`src/rtl/seq_count_bcd_updn_if.sv`:
```
// seq_count_bcd_updn_if
// Control/data bundle for the multi-digit BCD up/down counter.
// The master drives the count controls and the load value. The slave (the
// counter) returns the registered count and the combinational terminal count.
interface seq_count_bcd_updn_if #(
   parameter int NDIGITS = 2
);
   logic                   en;
   logic                   up;
   logic                   ld;
   logic [4*NDIGITS-1:0]   ld_val;
   logic [4*NDIGITS-1:0]   out;
   logic                   tc;

   modport master (
      output en,
      output up,
      output ld,
      output ld_val,
      input  out,
      input  tc
   );

   modport slave (
      input  en,
      input  up,
      input  ld,
      input  ld_val,
      output out,
      output tc
   );
endinterface

```
`src/rtl/seq_count_bcd_updn.sv`:
```
// seq_count_bcd_updn
// Parametrised multi-digit decade-style up/down counter. Each 4-bit digit
// counts 0..DIGIT_MAX and the digits cascade within a single clock, so the
// whole count moves by exactly one per enabled edge.
//
// Per-edge priority: load > count > hold. Loaded nibbles above DIGIT_MAX are
// clamped to DIGIT_MAX so out-of-range digit values can never be stored.
// tc is combinational and is meant to feed the en of a downstream counter.
//
// Optional feature macro: SEQ_COUNT_BCD_SAT_EN
//   defined     -> counting up at all-DIGIT_MAX or down at all-0 holds the value
//   not defined -> full wrap-around (default build)
module seq_count_bcd_updn #(
   parameter int NDIGITS   = 2,
   parameter int DIGIT_MAX = 9
) (
   input  logic                 clk,
   input  logic                 reset_n,
   seq_count_bcd_updn_if.slave  bus
);

   localparam int             W        = 4 * NDIGITS;
   localparam logic [3:0]     DMAX     = 4'(DIGIT_MAX);
   localparam logic [3:0]     DZERO    = 4'd0;
   localparam logic [W-1:0]   ALL_ZERO = {W{1'b0}};
   localparam logic [W-1:0]   ALL_MAX  = {NDIGITS{DMAX}};

   // Digit helpers: clamp a loaded nibble, step a digit up or down with wrap.
   function automatic logic [3:0] clamp_digit(input logic [3:0] d);
      logic [3:0] r;
      if (d > DMAX) begin
         r = DMAX;
      end else begin
         r = d;
      end
      return r;
   endfunction

   function automatic logic [3:0] inc_digit(input logic [3:0] d);
      logic [3:0] r;
      if (d == DMAX) begin
         r = DZERO;
      end else begin
         r = d + 4'd1;
      end
      return r;
   endfunction

   function automatic logic [3:0] dec_digit(input logic [3:0] d);
      logic [3:0] r;
      if (d == DZERO) begin
         r = DMAX;
      end else begin
         r = d - 4'd1;
      end
      return r;
   endfunction

   logic [W-1:0] cnt_r;
   logic [W-1:0] cnt_nxt_s;
   logic         all_max_s;
   logic         all_zero_s;
   logic         at_end_s;
   logic         sat_hold_s;

   assign all_max_s  = (cnt_r == ALL_MAX);
   assign all_zero_s = (cnt_r == ALL_ZERO);

   // End of range in the current direction: the state in which the next
   // enabled edge would wrap the whole counter.
   assign at_end_s = bus.up ? all_max_s : all_zero_s;

`ifdef SEQ_COUNT_BCD_SAT_EN
   // Saturating build: suppress the count that would wrap the whole counter.
   assign sat_hold_s = at_end_s;
`else
   // Wrapping build: the count is never suppressed.
   assign sat_hold_s = 1'b0;
`endif

   // Terminal count: asserted the cycle before the wrap edge; no path from ld_val.
   assign bus.tc = bus.en & ~bus.ld & at_end_s;

   // The count register is the output; nothing combinational sits after it.
   assign bus.out = cnt_r;

   // Next-state: load with clamp, or ripple-free cascaded count, or hold.
   always_comb begin
      logic adv_v;
      cnt_nxt_s = cnt_r;
      adv_v     = 1'b1;
      if (bus.ld) begin
         for (int i = 0; i < NDIGITS; i++) begin
            cnt_nxt_s[4*i +: 4] = clamp_digit(bus.ld_val[4*i +: 4]);
         end
      end else if (bus.en && !sat_hold_s) begin
         // adv_v is true for digit i only when every lower digit sits at
         // its end value for the current direction.
         for (int i = 0; i < NDIGITS; i++) begin
            if (adv_v) begin
               if (bus.up) begin
                  cnt_nxt_s[4*i +: 4] = inc_digit(cnt_r[4*i +: 4]);
               end else begin
                  cnt_nxt_s[4*i +: 4] = dec_digit(cnt_r[4*i +: 4]);
               end
            end else begin
               cnt_nxt_s[4*i +: 4] = cnt_r[4*i +: 4];
            end
            if (bus.up) begin
               adv_v = adv_v & (cnt_r[4*i +: 4] == DMAX);
            end else begin
               adv_v = adv_v & (cnt_r[4*i +: 4] == DZERO);
            end
         end
      end else begin
         cnt_nxt_s = cnt_r;
      end
   end

   // Count register with asynchronous clear; any pending load/count is lost.
   always_ff @(posedge clk or negedge reset_n) begin
      if (!reset_n) begin
         cnt_r <= ALL_ZERO;
      end else begin
         cnt_r <= cnt_nxt_s;
      end
   end

endmodule

```
`src/flat_wrapper.sv`:
```
// flat-port wrapper written by rule: the top's interface ports become plain ports
module seq_count_bcd_updn_flat 
#(
   parameter int NDIGITS   = 2,
   parameter int DIGIT_MAX = 9
)
  (clk, reset_n, bus_en, bus_up, bus_ld, bus_ld_val, bus_out, bus_tc);
  seq_count_bcd_updn_if #(.NDIGITS(NDIGITS)) bus_i ();
  input  logic clk;
  input  logic reset_n;
  input wire logic [$bits(bus_i.en)-1:0] bus_en;
  input wire logic [$bits(bus_i.up)-1:0] bus_up;
  input wire logic [$bits(bus_i.ld)-1:0] bus_ld;
  input wire logic [$bits(bus_i.ld_val)-1:0] bus_ld_val;
  output wire logic [$bits(bus_i.out)-1:0] bus_out;
  output wire logic [$bits(bus_i.tc)-1:0] bus_tc;
  assign bus_i.en = bus_en;
  assign bus_i.up = bus_up;
  assign bus_i.ld = bus_ld;
  assign bus_i.ld_val = bus_ld_val;
  assign bus_out = bus_i.out;
  assign bus_tc = bus_i.tc;
  seq_count_bcd_updn #(.NDIGITS(NDIGITS), .DIGIT_MAX(DIGIT_MAX)) u_core (.clk(clk), .reset_n(reset_n), .bus(bus_i));
endmodule
```
`config.mk`:
```
export PLATFORM = sky130hd
export DESIGN_NAME = seq_count_bcd_updn_flat
export DESIGN_NICKNAME = d
export VERILOG_FILES = /design/src/rtl/seq_count_bcd_updn_if.sv /design/src/rtl/seq_count_bcd_updn.sv /design/src/flat_wrapper.sv
export SDC_FILE = /design/constraint.sdc
export NUM_CORES = 1
export LEC_CHECK = 0
export BUFFER_PORTS_ARGS = -buffer_cell sky130_fd_sc_hd__buf_2
export CAP_MARGIN = 20
export CORE_MARGIN = 2
export CORE_UTILIZATION = 50
export DETAILED_ROUTE_END_ITERATION = 6
export PLACE_DENSITY = 0.87
export SETUP_SLACK_MARGIN = 0.5
export SYNTH_ARGS = -nofsm -noshare
export SYNTH_HDL_FRONTEND = slang
export SYNTH_SLANG_ARGS = --single-unit
export TNS_END_PERCENT = 50
```
`constraint.sdc`:
```
create_clock -name clk -period 1.82 [get_ports clk]
set_clock_uncertainty 0.05 [all_clocks]
set_input_delay 0.091 -clock clk [delete_from_list [all_inputs] [get_ports clk]]
set_output_delay 0.091 -clock clk [all_outputs]
set_load 0.02 [all_outputs]
```
## Yosys cells after proc, flatten, opt, wreduce, memory -nomap -nowiden

Index checks and enable logic that the tools add are counted.

- Add/sub/neg operators: 4
- Bitwise operators: 3
- Equal/unequal tests: 3
- Magnitude comparators: 2
- Muxes and demuxes: 15
- Reduce and logical (&&, ||, !) cells: 6

Operators by type and width:

| operator | count |
|---|---|
| $mux 4 | 9 |
| $mux 8 | 2 |
| $add 4x1->4 const B | 2 |
| $eq 4x4->1 const B | 2 |
| $eq 8x8->1 const B | 1 |
| $gt 4x4->1 const B | 2 |
| $logic_not 4->1 | 2 |
| $logic_not 8->1 | 1 |
| $sub 4x1->4 const B | 2 |
| $mux 1 | 4 |
| $reduce_bool 2->1 | 2 |
| $and 1x1->1 | 2 |
| $reduce_and 2->1 | 1 |
| $not 1->1 | 1 |

- Output and inout port bits: 9
- Bits in registers: 8

## Logic depth before layout (Yosys ltp)

- Depth in word-level cells: 7
- Mapped depth: 5
- Gate-level depth less buffers: 4

## Worst setup path after synthesis

Ideal clock, no wire load.

- Path type: register to output
- From: register u_core.cnt_r[0], in the netlist u_core.bus.out[0]
- To: output port bus_tc
- Slack: -0.171 ns
- Path buffers: 1
- Data arrival time: 1.850 ns
- Stages on the path, launching flop included: 6
- Data required time: 1.679 ns
- Cells stage by stage: dfrtp_1 -> buf_2 -> or2_4 -> nor4_4 -> a2bb2oi_1 -> nor4b_1

- Cells in the longest elaborated chain, start to end: 3
- Elaborated cells between the ends (all ways): 4
- Classes of those cells: eq/ne: 1; mux: 1; bitwise: 1; reduce/logical: 1

RTL lines:

| item | RTL line | source |
|---|---|---|
| start, declared | seq_count_bcd_updn.sv:59 | `logic [W-1:0] cnt_r;` |
| start signal, assigned | seq_count_bcd_updn.sv:125 | `cnt_r <= cnt_nxt_s;` |
| $eq 8x8->1 / $logic_not 8->1 (equally long branches) | seq_count_bcd_updn.sv:66, seq_count_bcd_updn.sv:67 |  |
| $mux 1 * | seq_count_bcd_updn.sv:71 | `assign at_end_s = bus.up ? all_max_s : all_zero_s;` |
| $and 1x1->1 * | seq_count_bcd_updn.sv:82 | `assign bus.tc = bus.en & ~bus.ld & at_end_s;` |
| end, declared | flat_wrapper.sv:16 | `output wire logic [$bits(bus_i.tc)-1:0] bus_tc;` |

Every way passes the cells marked *; elsewhere a longest branch is shown, timed or not.

## Worst setup path after layout

- From: register u_core.cnt_r[1], in the netlist u_core.bus.out[1]
- To: output port bus_tc

The elaborated chain is that of the path after synthesis.

==> impl_metrics.py <==
metrics = {
    "synth": {
        "synth_edf_count": 0,
        "synth_area_um2": 747,
        "yosys.cell_count.top_type": "sky130_fd_sc_hd__dfrtp_1",
        "post_synth_main_area_contributors": "sky130_fd_sc_hd__dfrtp_1, sky130_fd_sc_hd__o21ai_0, sky130_fd_sc_hd__nand2_1, sky130_fd_sc_hd__xnor2_1, sky130_fd_sc_hd__buf_2",
        "ys_dominant_reg_cell": "sky130_fd_sc_hd__dfrtp_1",
        "synth_nets": 107,
        "synth_top_area_cell": "sky130_fd_sc_hd__dfrtp_1",
        "synthCells": 94,
        "synthArstFlopShare_pct": 100,
        "synth_largest_type_area_fraction_pct": 26.8,
        "syn_avg_cell_area_um2": 7.95,
        "synth-seq-area-share_pct": 26.8,
        "ys_ff_latch": 8,
        "synthesis.yosys.warnings": 0,
        "synth_commonest_cells": "sky130_fd_sc_hd__dfrtp_1, sky130_fd_sc_hd__nand2_1, sky130_fd_sc_hd__o21ai_0",
        "synth.distinct_cells": 40,
    },
    "pwr": {
        "vdd_ir_drop_max_mv": 0.566,
        "post-layout-total-power_uw": 628,
        "power_density_mw_per_mm2": 693,
        "p_leak_nw": 0.387,
    },
    "sta": {
        "setup_viol_count_final": 0,
        "worst_slew_margin_rel_pct": 76.4,
        "finalHoldViolCount": 0,
        "totalNegativeSetupSlack_ns": 0,
        "rsz0062_at_grt": "yes",
        "timing.final.crit_share_pct": 97.6,
        "achievable_freq_mhz": 563,
        "finalHoldWorstSlack_ns": 0.0162,
        "final_period_minus_worst_setup_slack_ns": 1.78,
        "report.final.slew_viol_count": 0,
        "tightest_slew_ns": 0.352,
    },
    "cts": {
        "numClockSinks": 8,
        "cts_tree": "built",
        "clock_tree.root_cell": "sky130_fd_sc_hd__clkbuf_4",
        "htree_levels": 1,
        "cts_buffers": 3,
        "clkLatencyLatePin_ns": 0.26,
        "clock_tree.buffer_depth": 2,
        "cts.reportedPaths.clkPinSlew_ns": 0.06,
    },
    "worst_setup_path": {
        "rr_startpoint": "u_core.bus.out[0]",
        "worstReg2RegEnd": "u_core.bus.out[5]",
        "start_kind": "flop",
        "end_kind": "output port",
        "r2r_setup_slack_ns": 0.28,
        "r2r.worst_path.cells": 5,
        "crit_required_ns": 1.68,
        "critPathMaxFanout": 10,
        "critical_path.cell_chain": "nor2_4 > nand4_1 > a2bb2oi_2 > nor4b_4 > buf_4",
        "timing.critical_path.arrival_ns": 1.64,
        "critical-path-max-stage-delay_ns": 0.49,
        "slowest_stage": "sky130_fd_sc_hd__dfrtp_2",
        "critPathKind": "flop to output port",
    },
    "routing": {
        "totalWireLength_um": 1840,
        "remaining_drc_errors": 0,
        "num_vias": 770,
        "wire_per_inst_um": 14.5,
        "drtPass1Iterations": 4,
        "via_density": 6.06,
        "detail-route-antenna-nets": 0,
        "drt_iter0_markers": 16,
    },
    "floorplan": {
        "y_dimension_of_the_die_um": 42.7,
        "start_util_pct": 55.3,
        "core_area_mm2": 0.00135,
        "floorplan.io_pins": 22,
        "die_w_um": 42.7,
        "fp.dieArea_mm2": 0.00182,
        "rows": 13,
    },
    "placed_design": {
        "place.port_buffers": 21,
        "dp_hpwl_um": 1330,
        "weighted_congestion_at_the_end_of_routability_driven_global_placement": 0.908,
    },
    "run": {
        "drv_cap": 0,
    },
    "final_layout": {
        "inserted_diodes": 0,
        "fillCellCount": 124,
        "largest_register_ffs": 8,
        "net_count_final": 126,
        "final_util_pct": 67.2,
        "drive_above_1_share_pct": 35.7,
        "area_growth_syn_to_layout_pct": 21.4,
    },
    "worst_hold_path": {
        "hold-path-endpoint": "u_core.bus.out[6]",
        "hold_class": "input pin to flop",
        "min_delay_path_depth": 2,
        "hp-start": "bus_ld_val[7]",
    },
    "grt": {
        "gr-total-overflow": 0,
        "antenna_found_initial": 0,
        "vias_in_the_first_global_route": 737,
        "wire_length_of_the_first_global_routing_pass_um": 3060,
        "grt_max_degree": 18,
        "grt_usage_pct": 21.8,
    },
    "run_status": {
        "status": "finished clean",
    },
}
==> cell usage in the layout (no fill, tap or decap), types with 2 or more instances in the layout <==
cell	netlist	layout
sky130_fd_sc_hd__clkbuf_4	0	3
sky130_fd_sc_hd__o21a_1	2	2
sky130_fd_sc_hd__buf_2	5	20
sky130_fd_sc_hd__buf_4	0	3
sky130_fd_sc_hd__a21o_1	2	2
sky130_fd_sc_hd__o21ai_1	3	3
sky130_fd_sc_hd__dfrtp_2	0	6
sky130_fd_sc_hd__dfrtp_1	8	2
sky130_fd_sc_hd__a21oi_1	4	4
sky130_fd_sc_hd__nand2_1	7	7
sky130_fd_sc_hd__a211oi_1	2	2
sky130_fd_sc_hd__nand3_1	2	2
sky130_fd_sc_hd__o22ai_1	2	2
sky130_fd_sc_hd__nor2b_1	3	3
sky130_fd_sc_hd__nand4_1	2	2
sky130_fd_sc_hd__xnor2_1	3	3
sky130_fd_sc_hd__a31oi_1	3	3
sky130_fd_sc_hd__inv_1	4	4
sky130_fd_sc_hd__o21ai_0	7	7
sky130_fd_sc_hd__o31ai_1	3	3
sky130_fd_sc_hd__nor2_1	6	5
==> critical path: cells and delay by family, from the launching register on <==
kind / cells / cell delay (ns)
and+or+nand+nor: 3 / 0.55
DFF: 1 / 0.49
buffers and inverters: 1 / 0.17
AOI/OAI and AO/OA: 1 / 0.16
==> power breakdown <==
| group | internal, mW | switching, mW | total [mW] |
|---|---|---|---|
| Clock | 0.0840 | 0.0624 | 0.146 |
| Combinational | 0.102 | 0.128 | 0.230 |
| Sequential | 0.201 | 0.0513 | 0.252 |
| Total | 0.387 | 0.241 | 0.628 |
==> cell families (layout without fill, tap and decap cells) <==
kind of cell / Yosys count / after routing / synth area share [%]
DFF: 8 / 8 / 26.8
AOI/OAI and AO/OA: 35 / 35 / 31.5
and+or+nand+nor: 32 / 32 / 25.8
muxes: 1 / 1 / 1.34
buffers and inverters: 14 / 32 / 9.88
xor gates and xnor gates: 4 / 4 / 4.69
==> how the worst max path moves through the flow <==
stage / cells past startpoint / endpoint / startpoint / slack (ns)
after floorplan: 5 / bus_tc / u_core.bus.out[0] / 0.20
after global placement: 5 / bus_tc / u_core.bus.out[0] / 0.24
after detailed placement: 5 / bus_tc / u_core.bus.out[0] / 0.21
after CTS: 5 / bus_tc / u_core.bus.out[0] / 0.04
after global routing: 5 / bus_tc / u_core.bus.out[0] / -0.03
final: 5 / bus_tc / u_core.bus.out[1] / 0.04
==> what timing repair did <==
item	4_1_cts	5_1_grt
buffers inserted	1	0
pin swaps	2	1
gates resized for setup	4	1
hold buffers	1	0
endpoints found under the hold margin	8	0
endpoints found under the setup margin	8	8
==> metrics by stage <==
step / cells / instance area [um2] / setup slack [ns]
floorplan: 94 / 795 / 0.198
global placement: 121 / 852 / 0.239
detailed placement: 121 / 852 / 0.214
CTS: 127 / 906 / 0.0388
global route: 127 / 907 / -0.0265
finish: 127 / 907 / 0.0430
==> routing by layer <==
layer / vias up / part of all wire [%] / GRT usage (%)
met5: - / 0 / 0
met4: 0 / 1.9 / 9.38
met3: 4 / 3.2 / 2.98
met2: 25 / 51 / 36.1
met1: 362 / 44 / 27.9
li1: 379 / - / -
==> layout make-up <==
class	instances	area [um2]	share of cell area, %
Tap cell	15	18.8	2.07
Timing Repair Buffer	24	133	14.6
Clock buffer	4	26.3	2.90
Sequential cell	8	208	22.9
Inverter	4	15.0	1.66
Multi-Input combinational cell	72	507	55.9
Note: power is estimated with default switching activity, not from simulation.
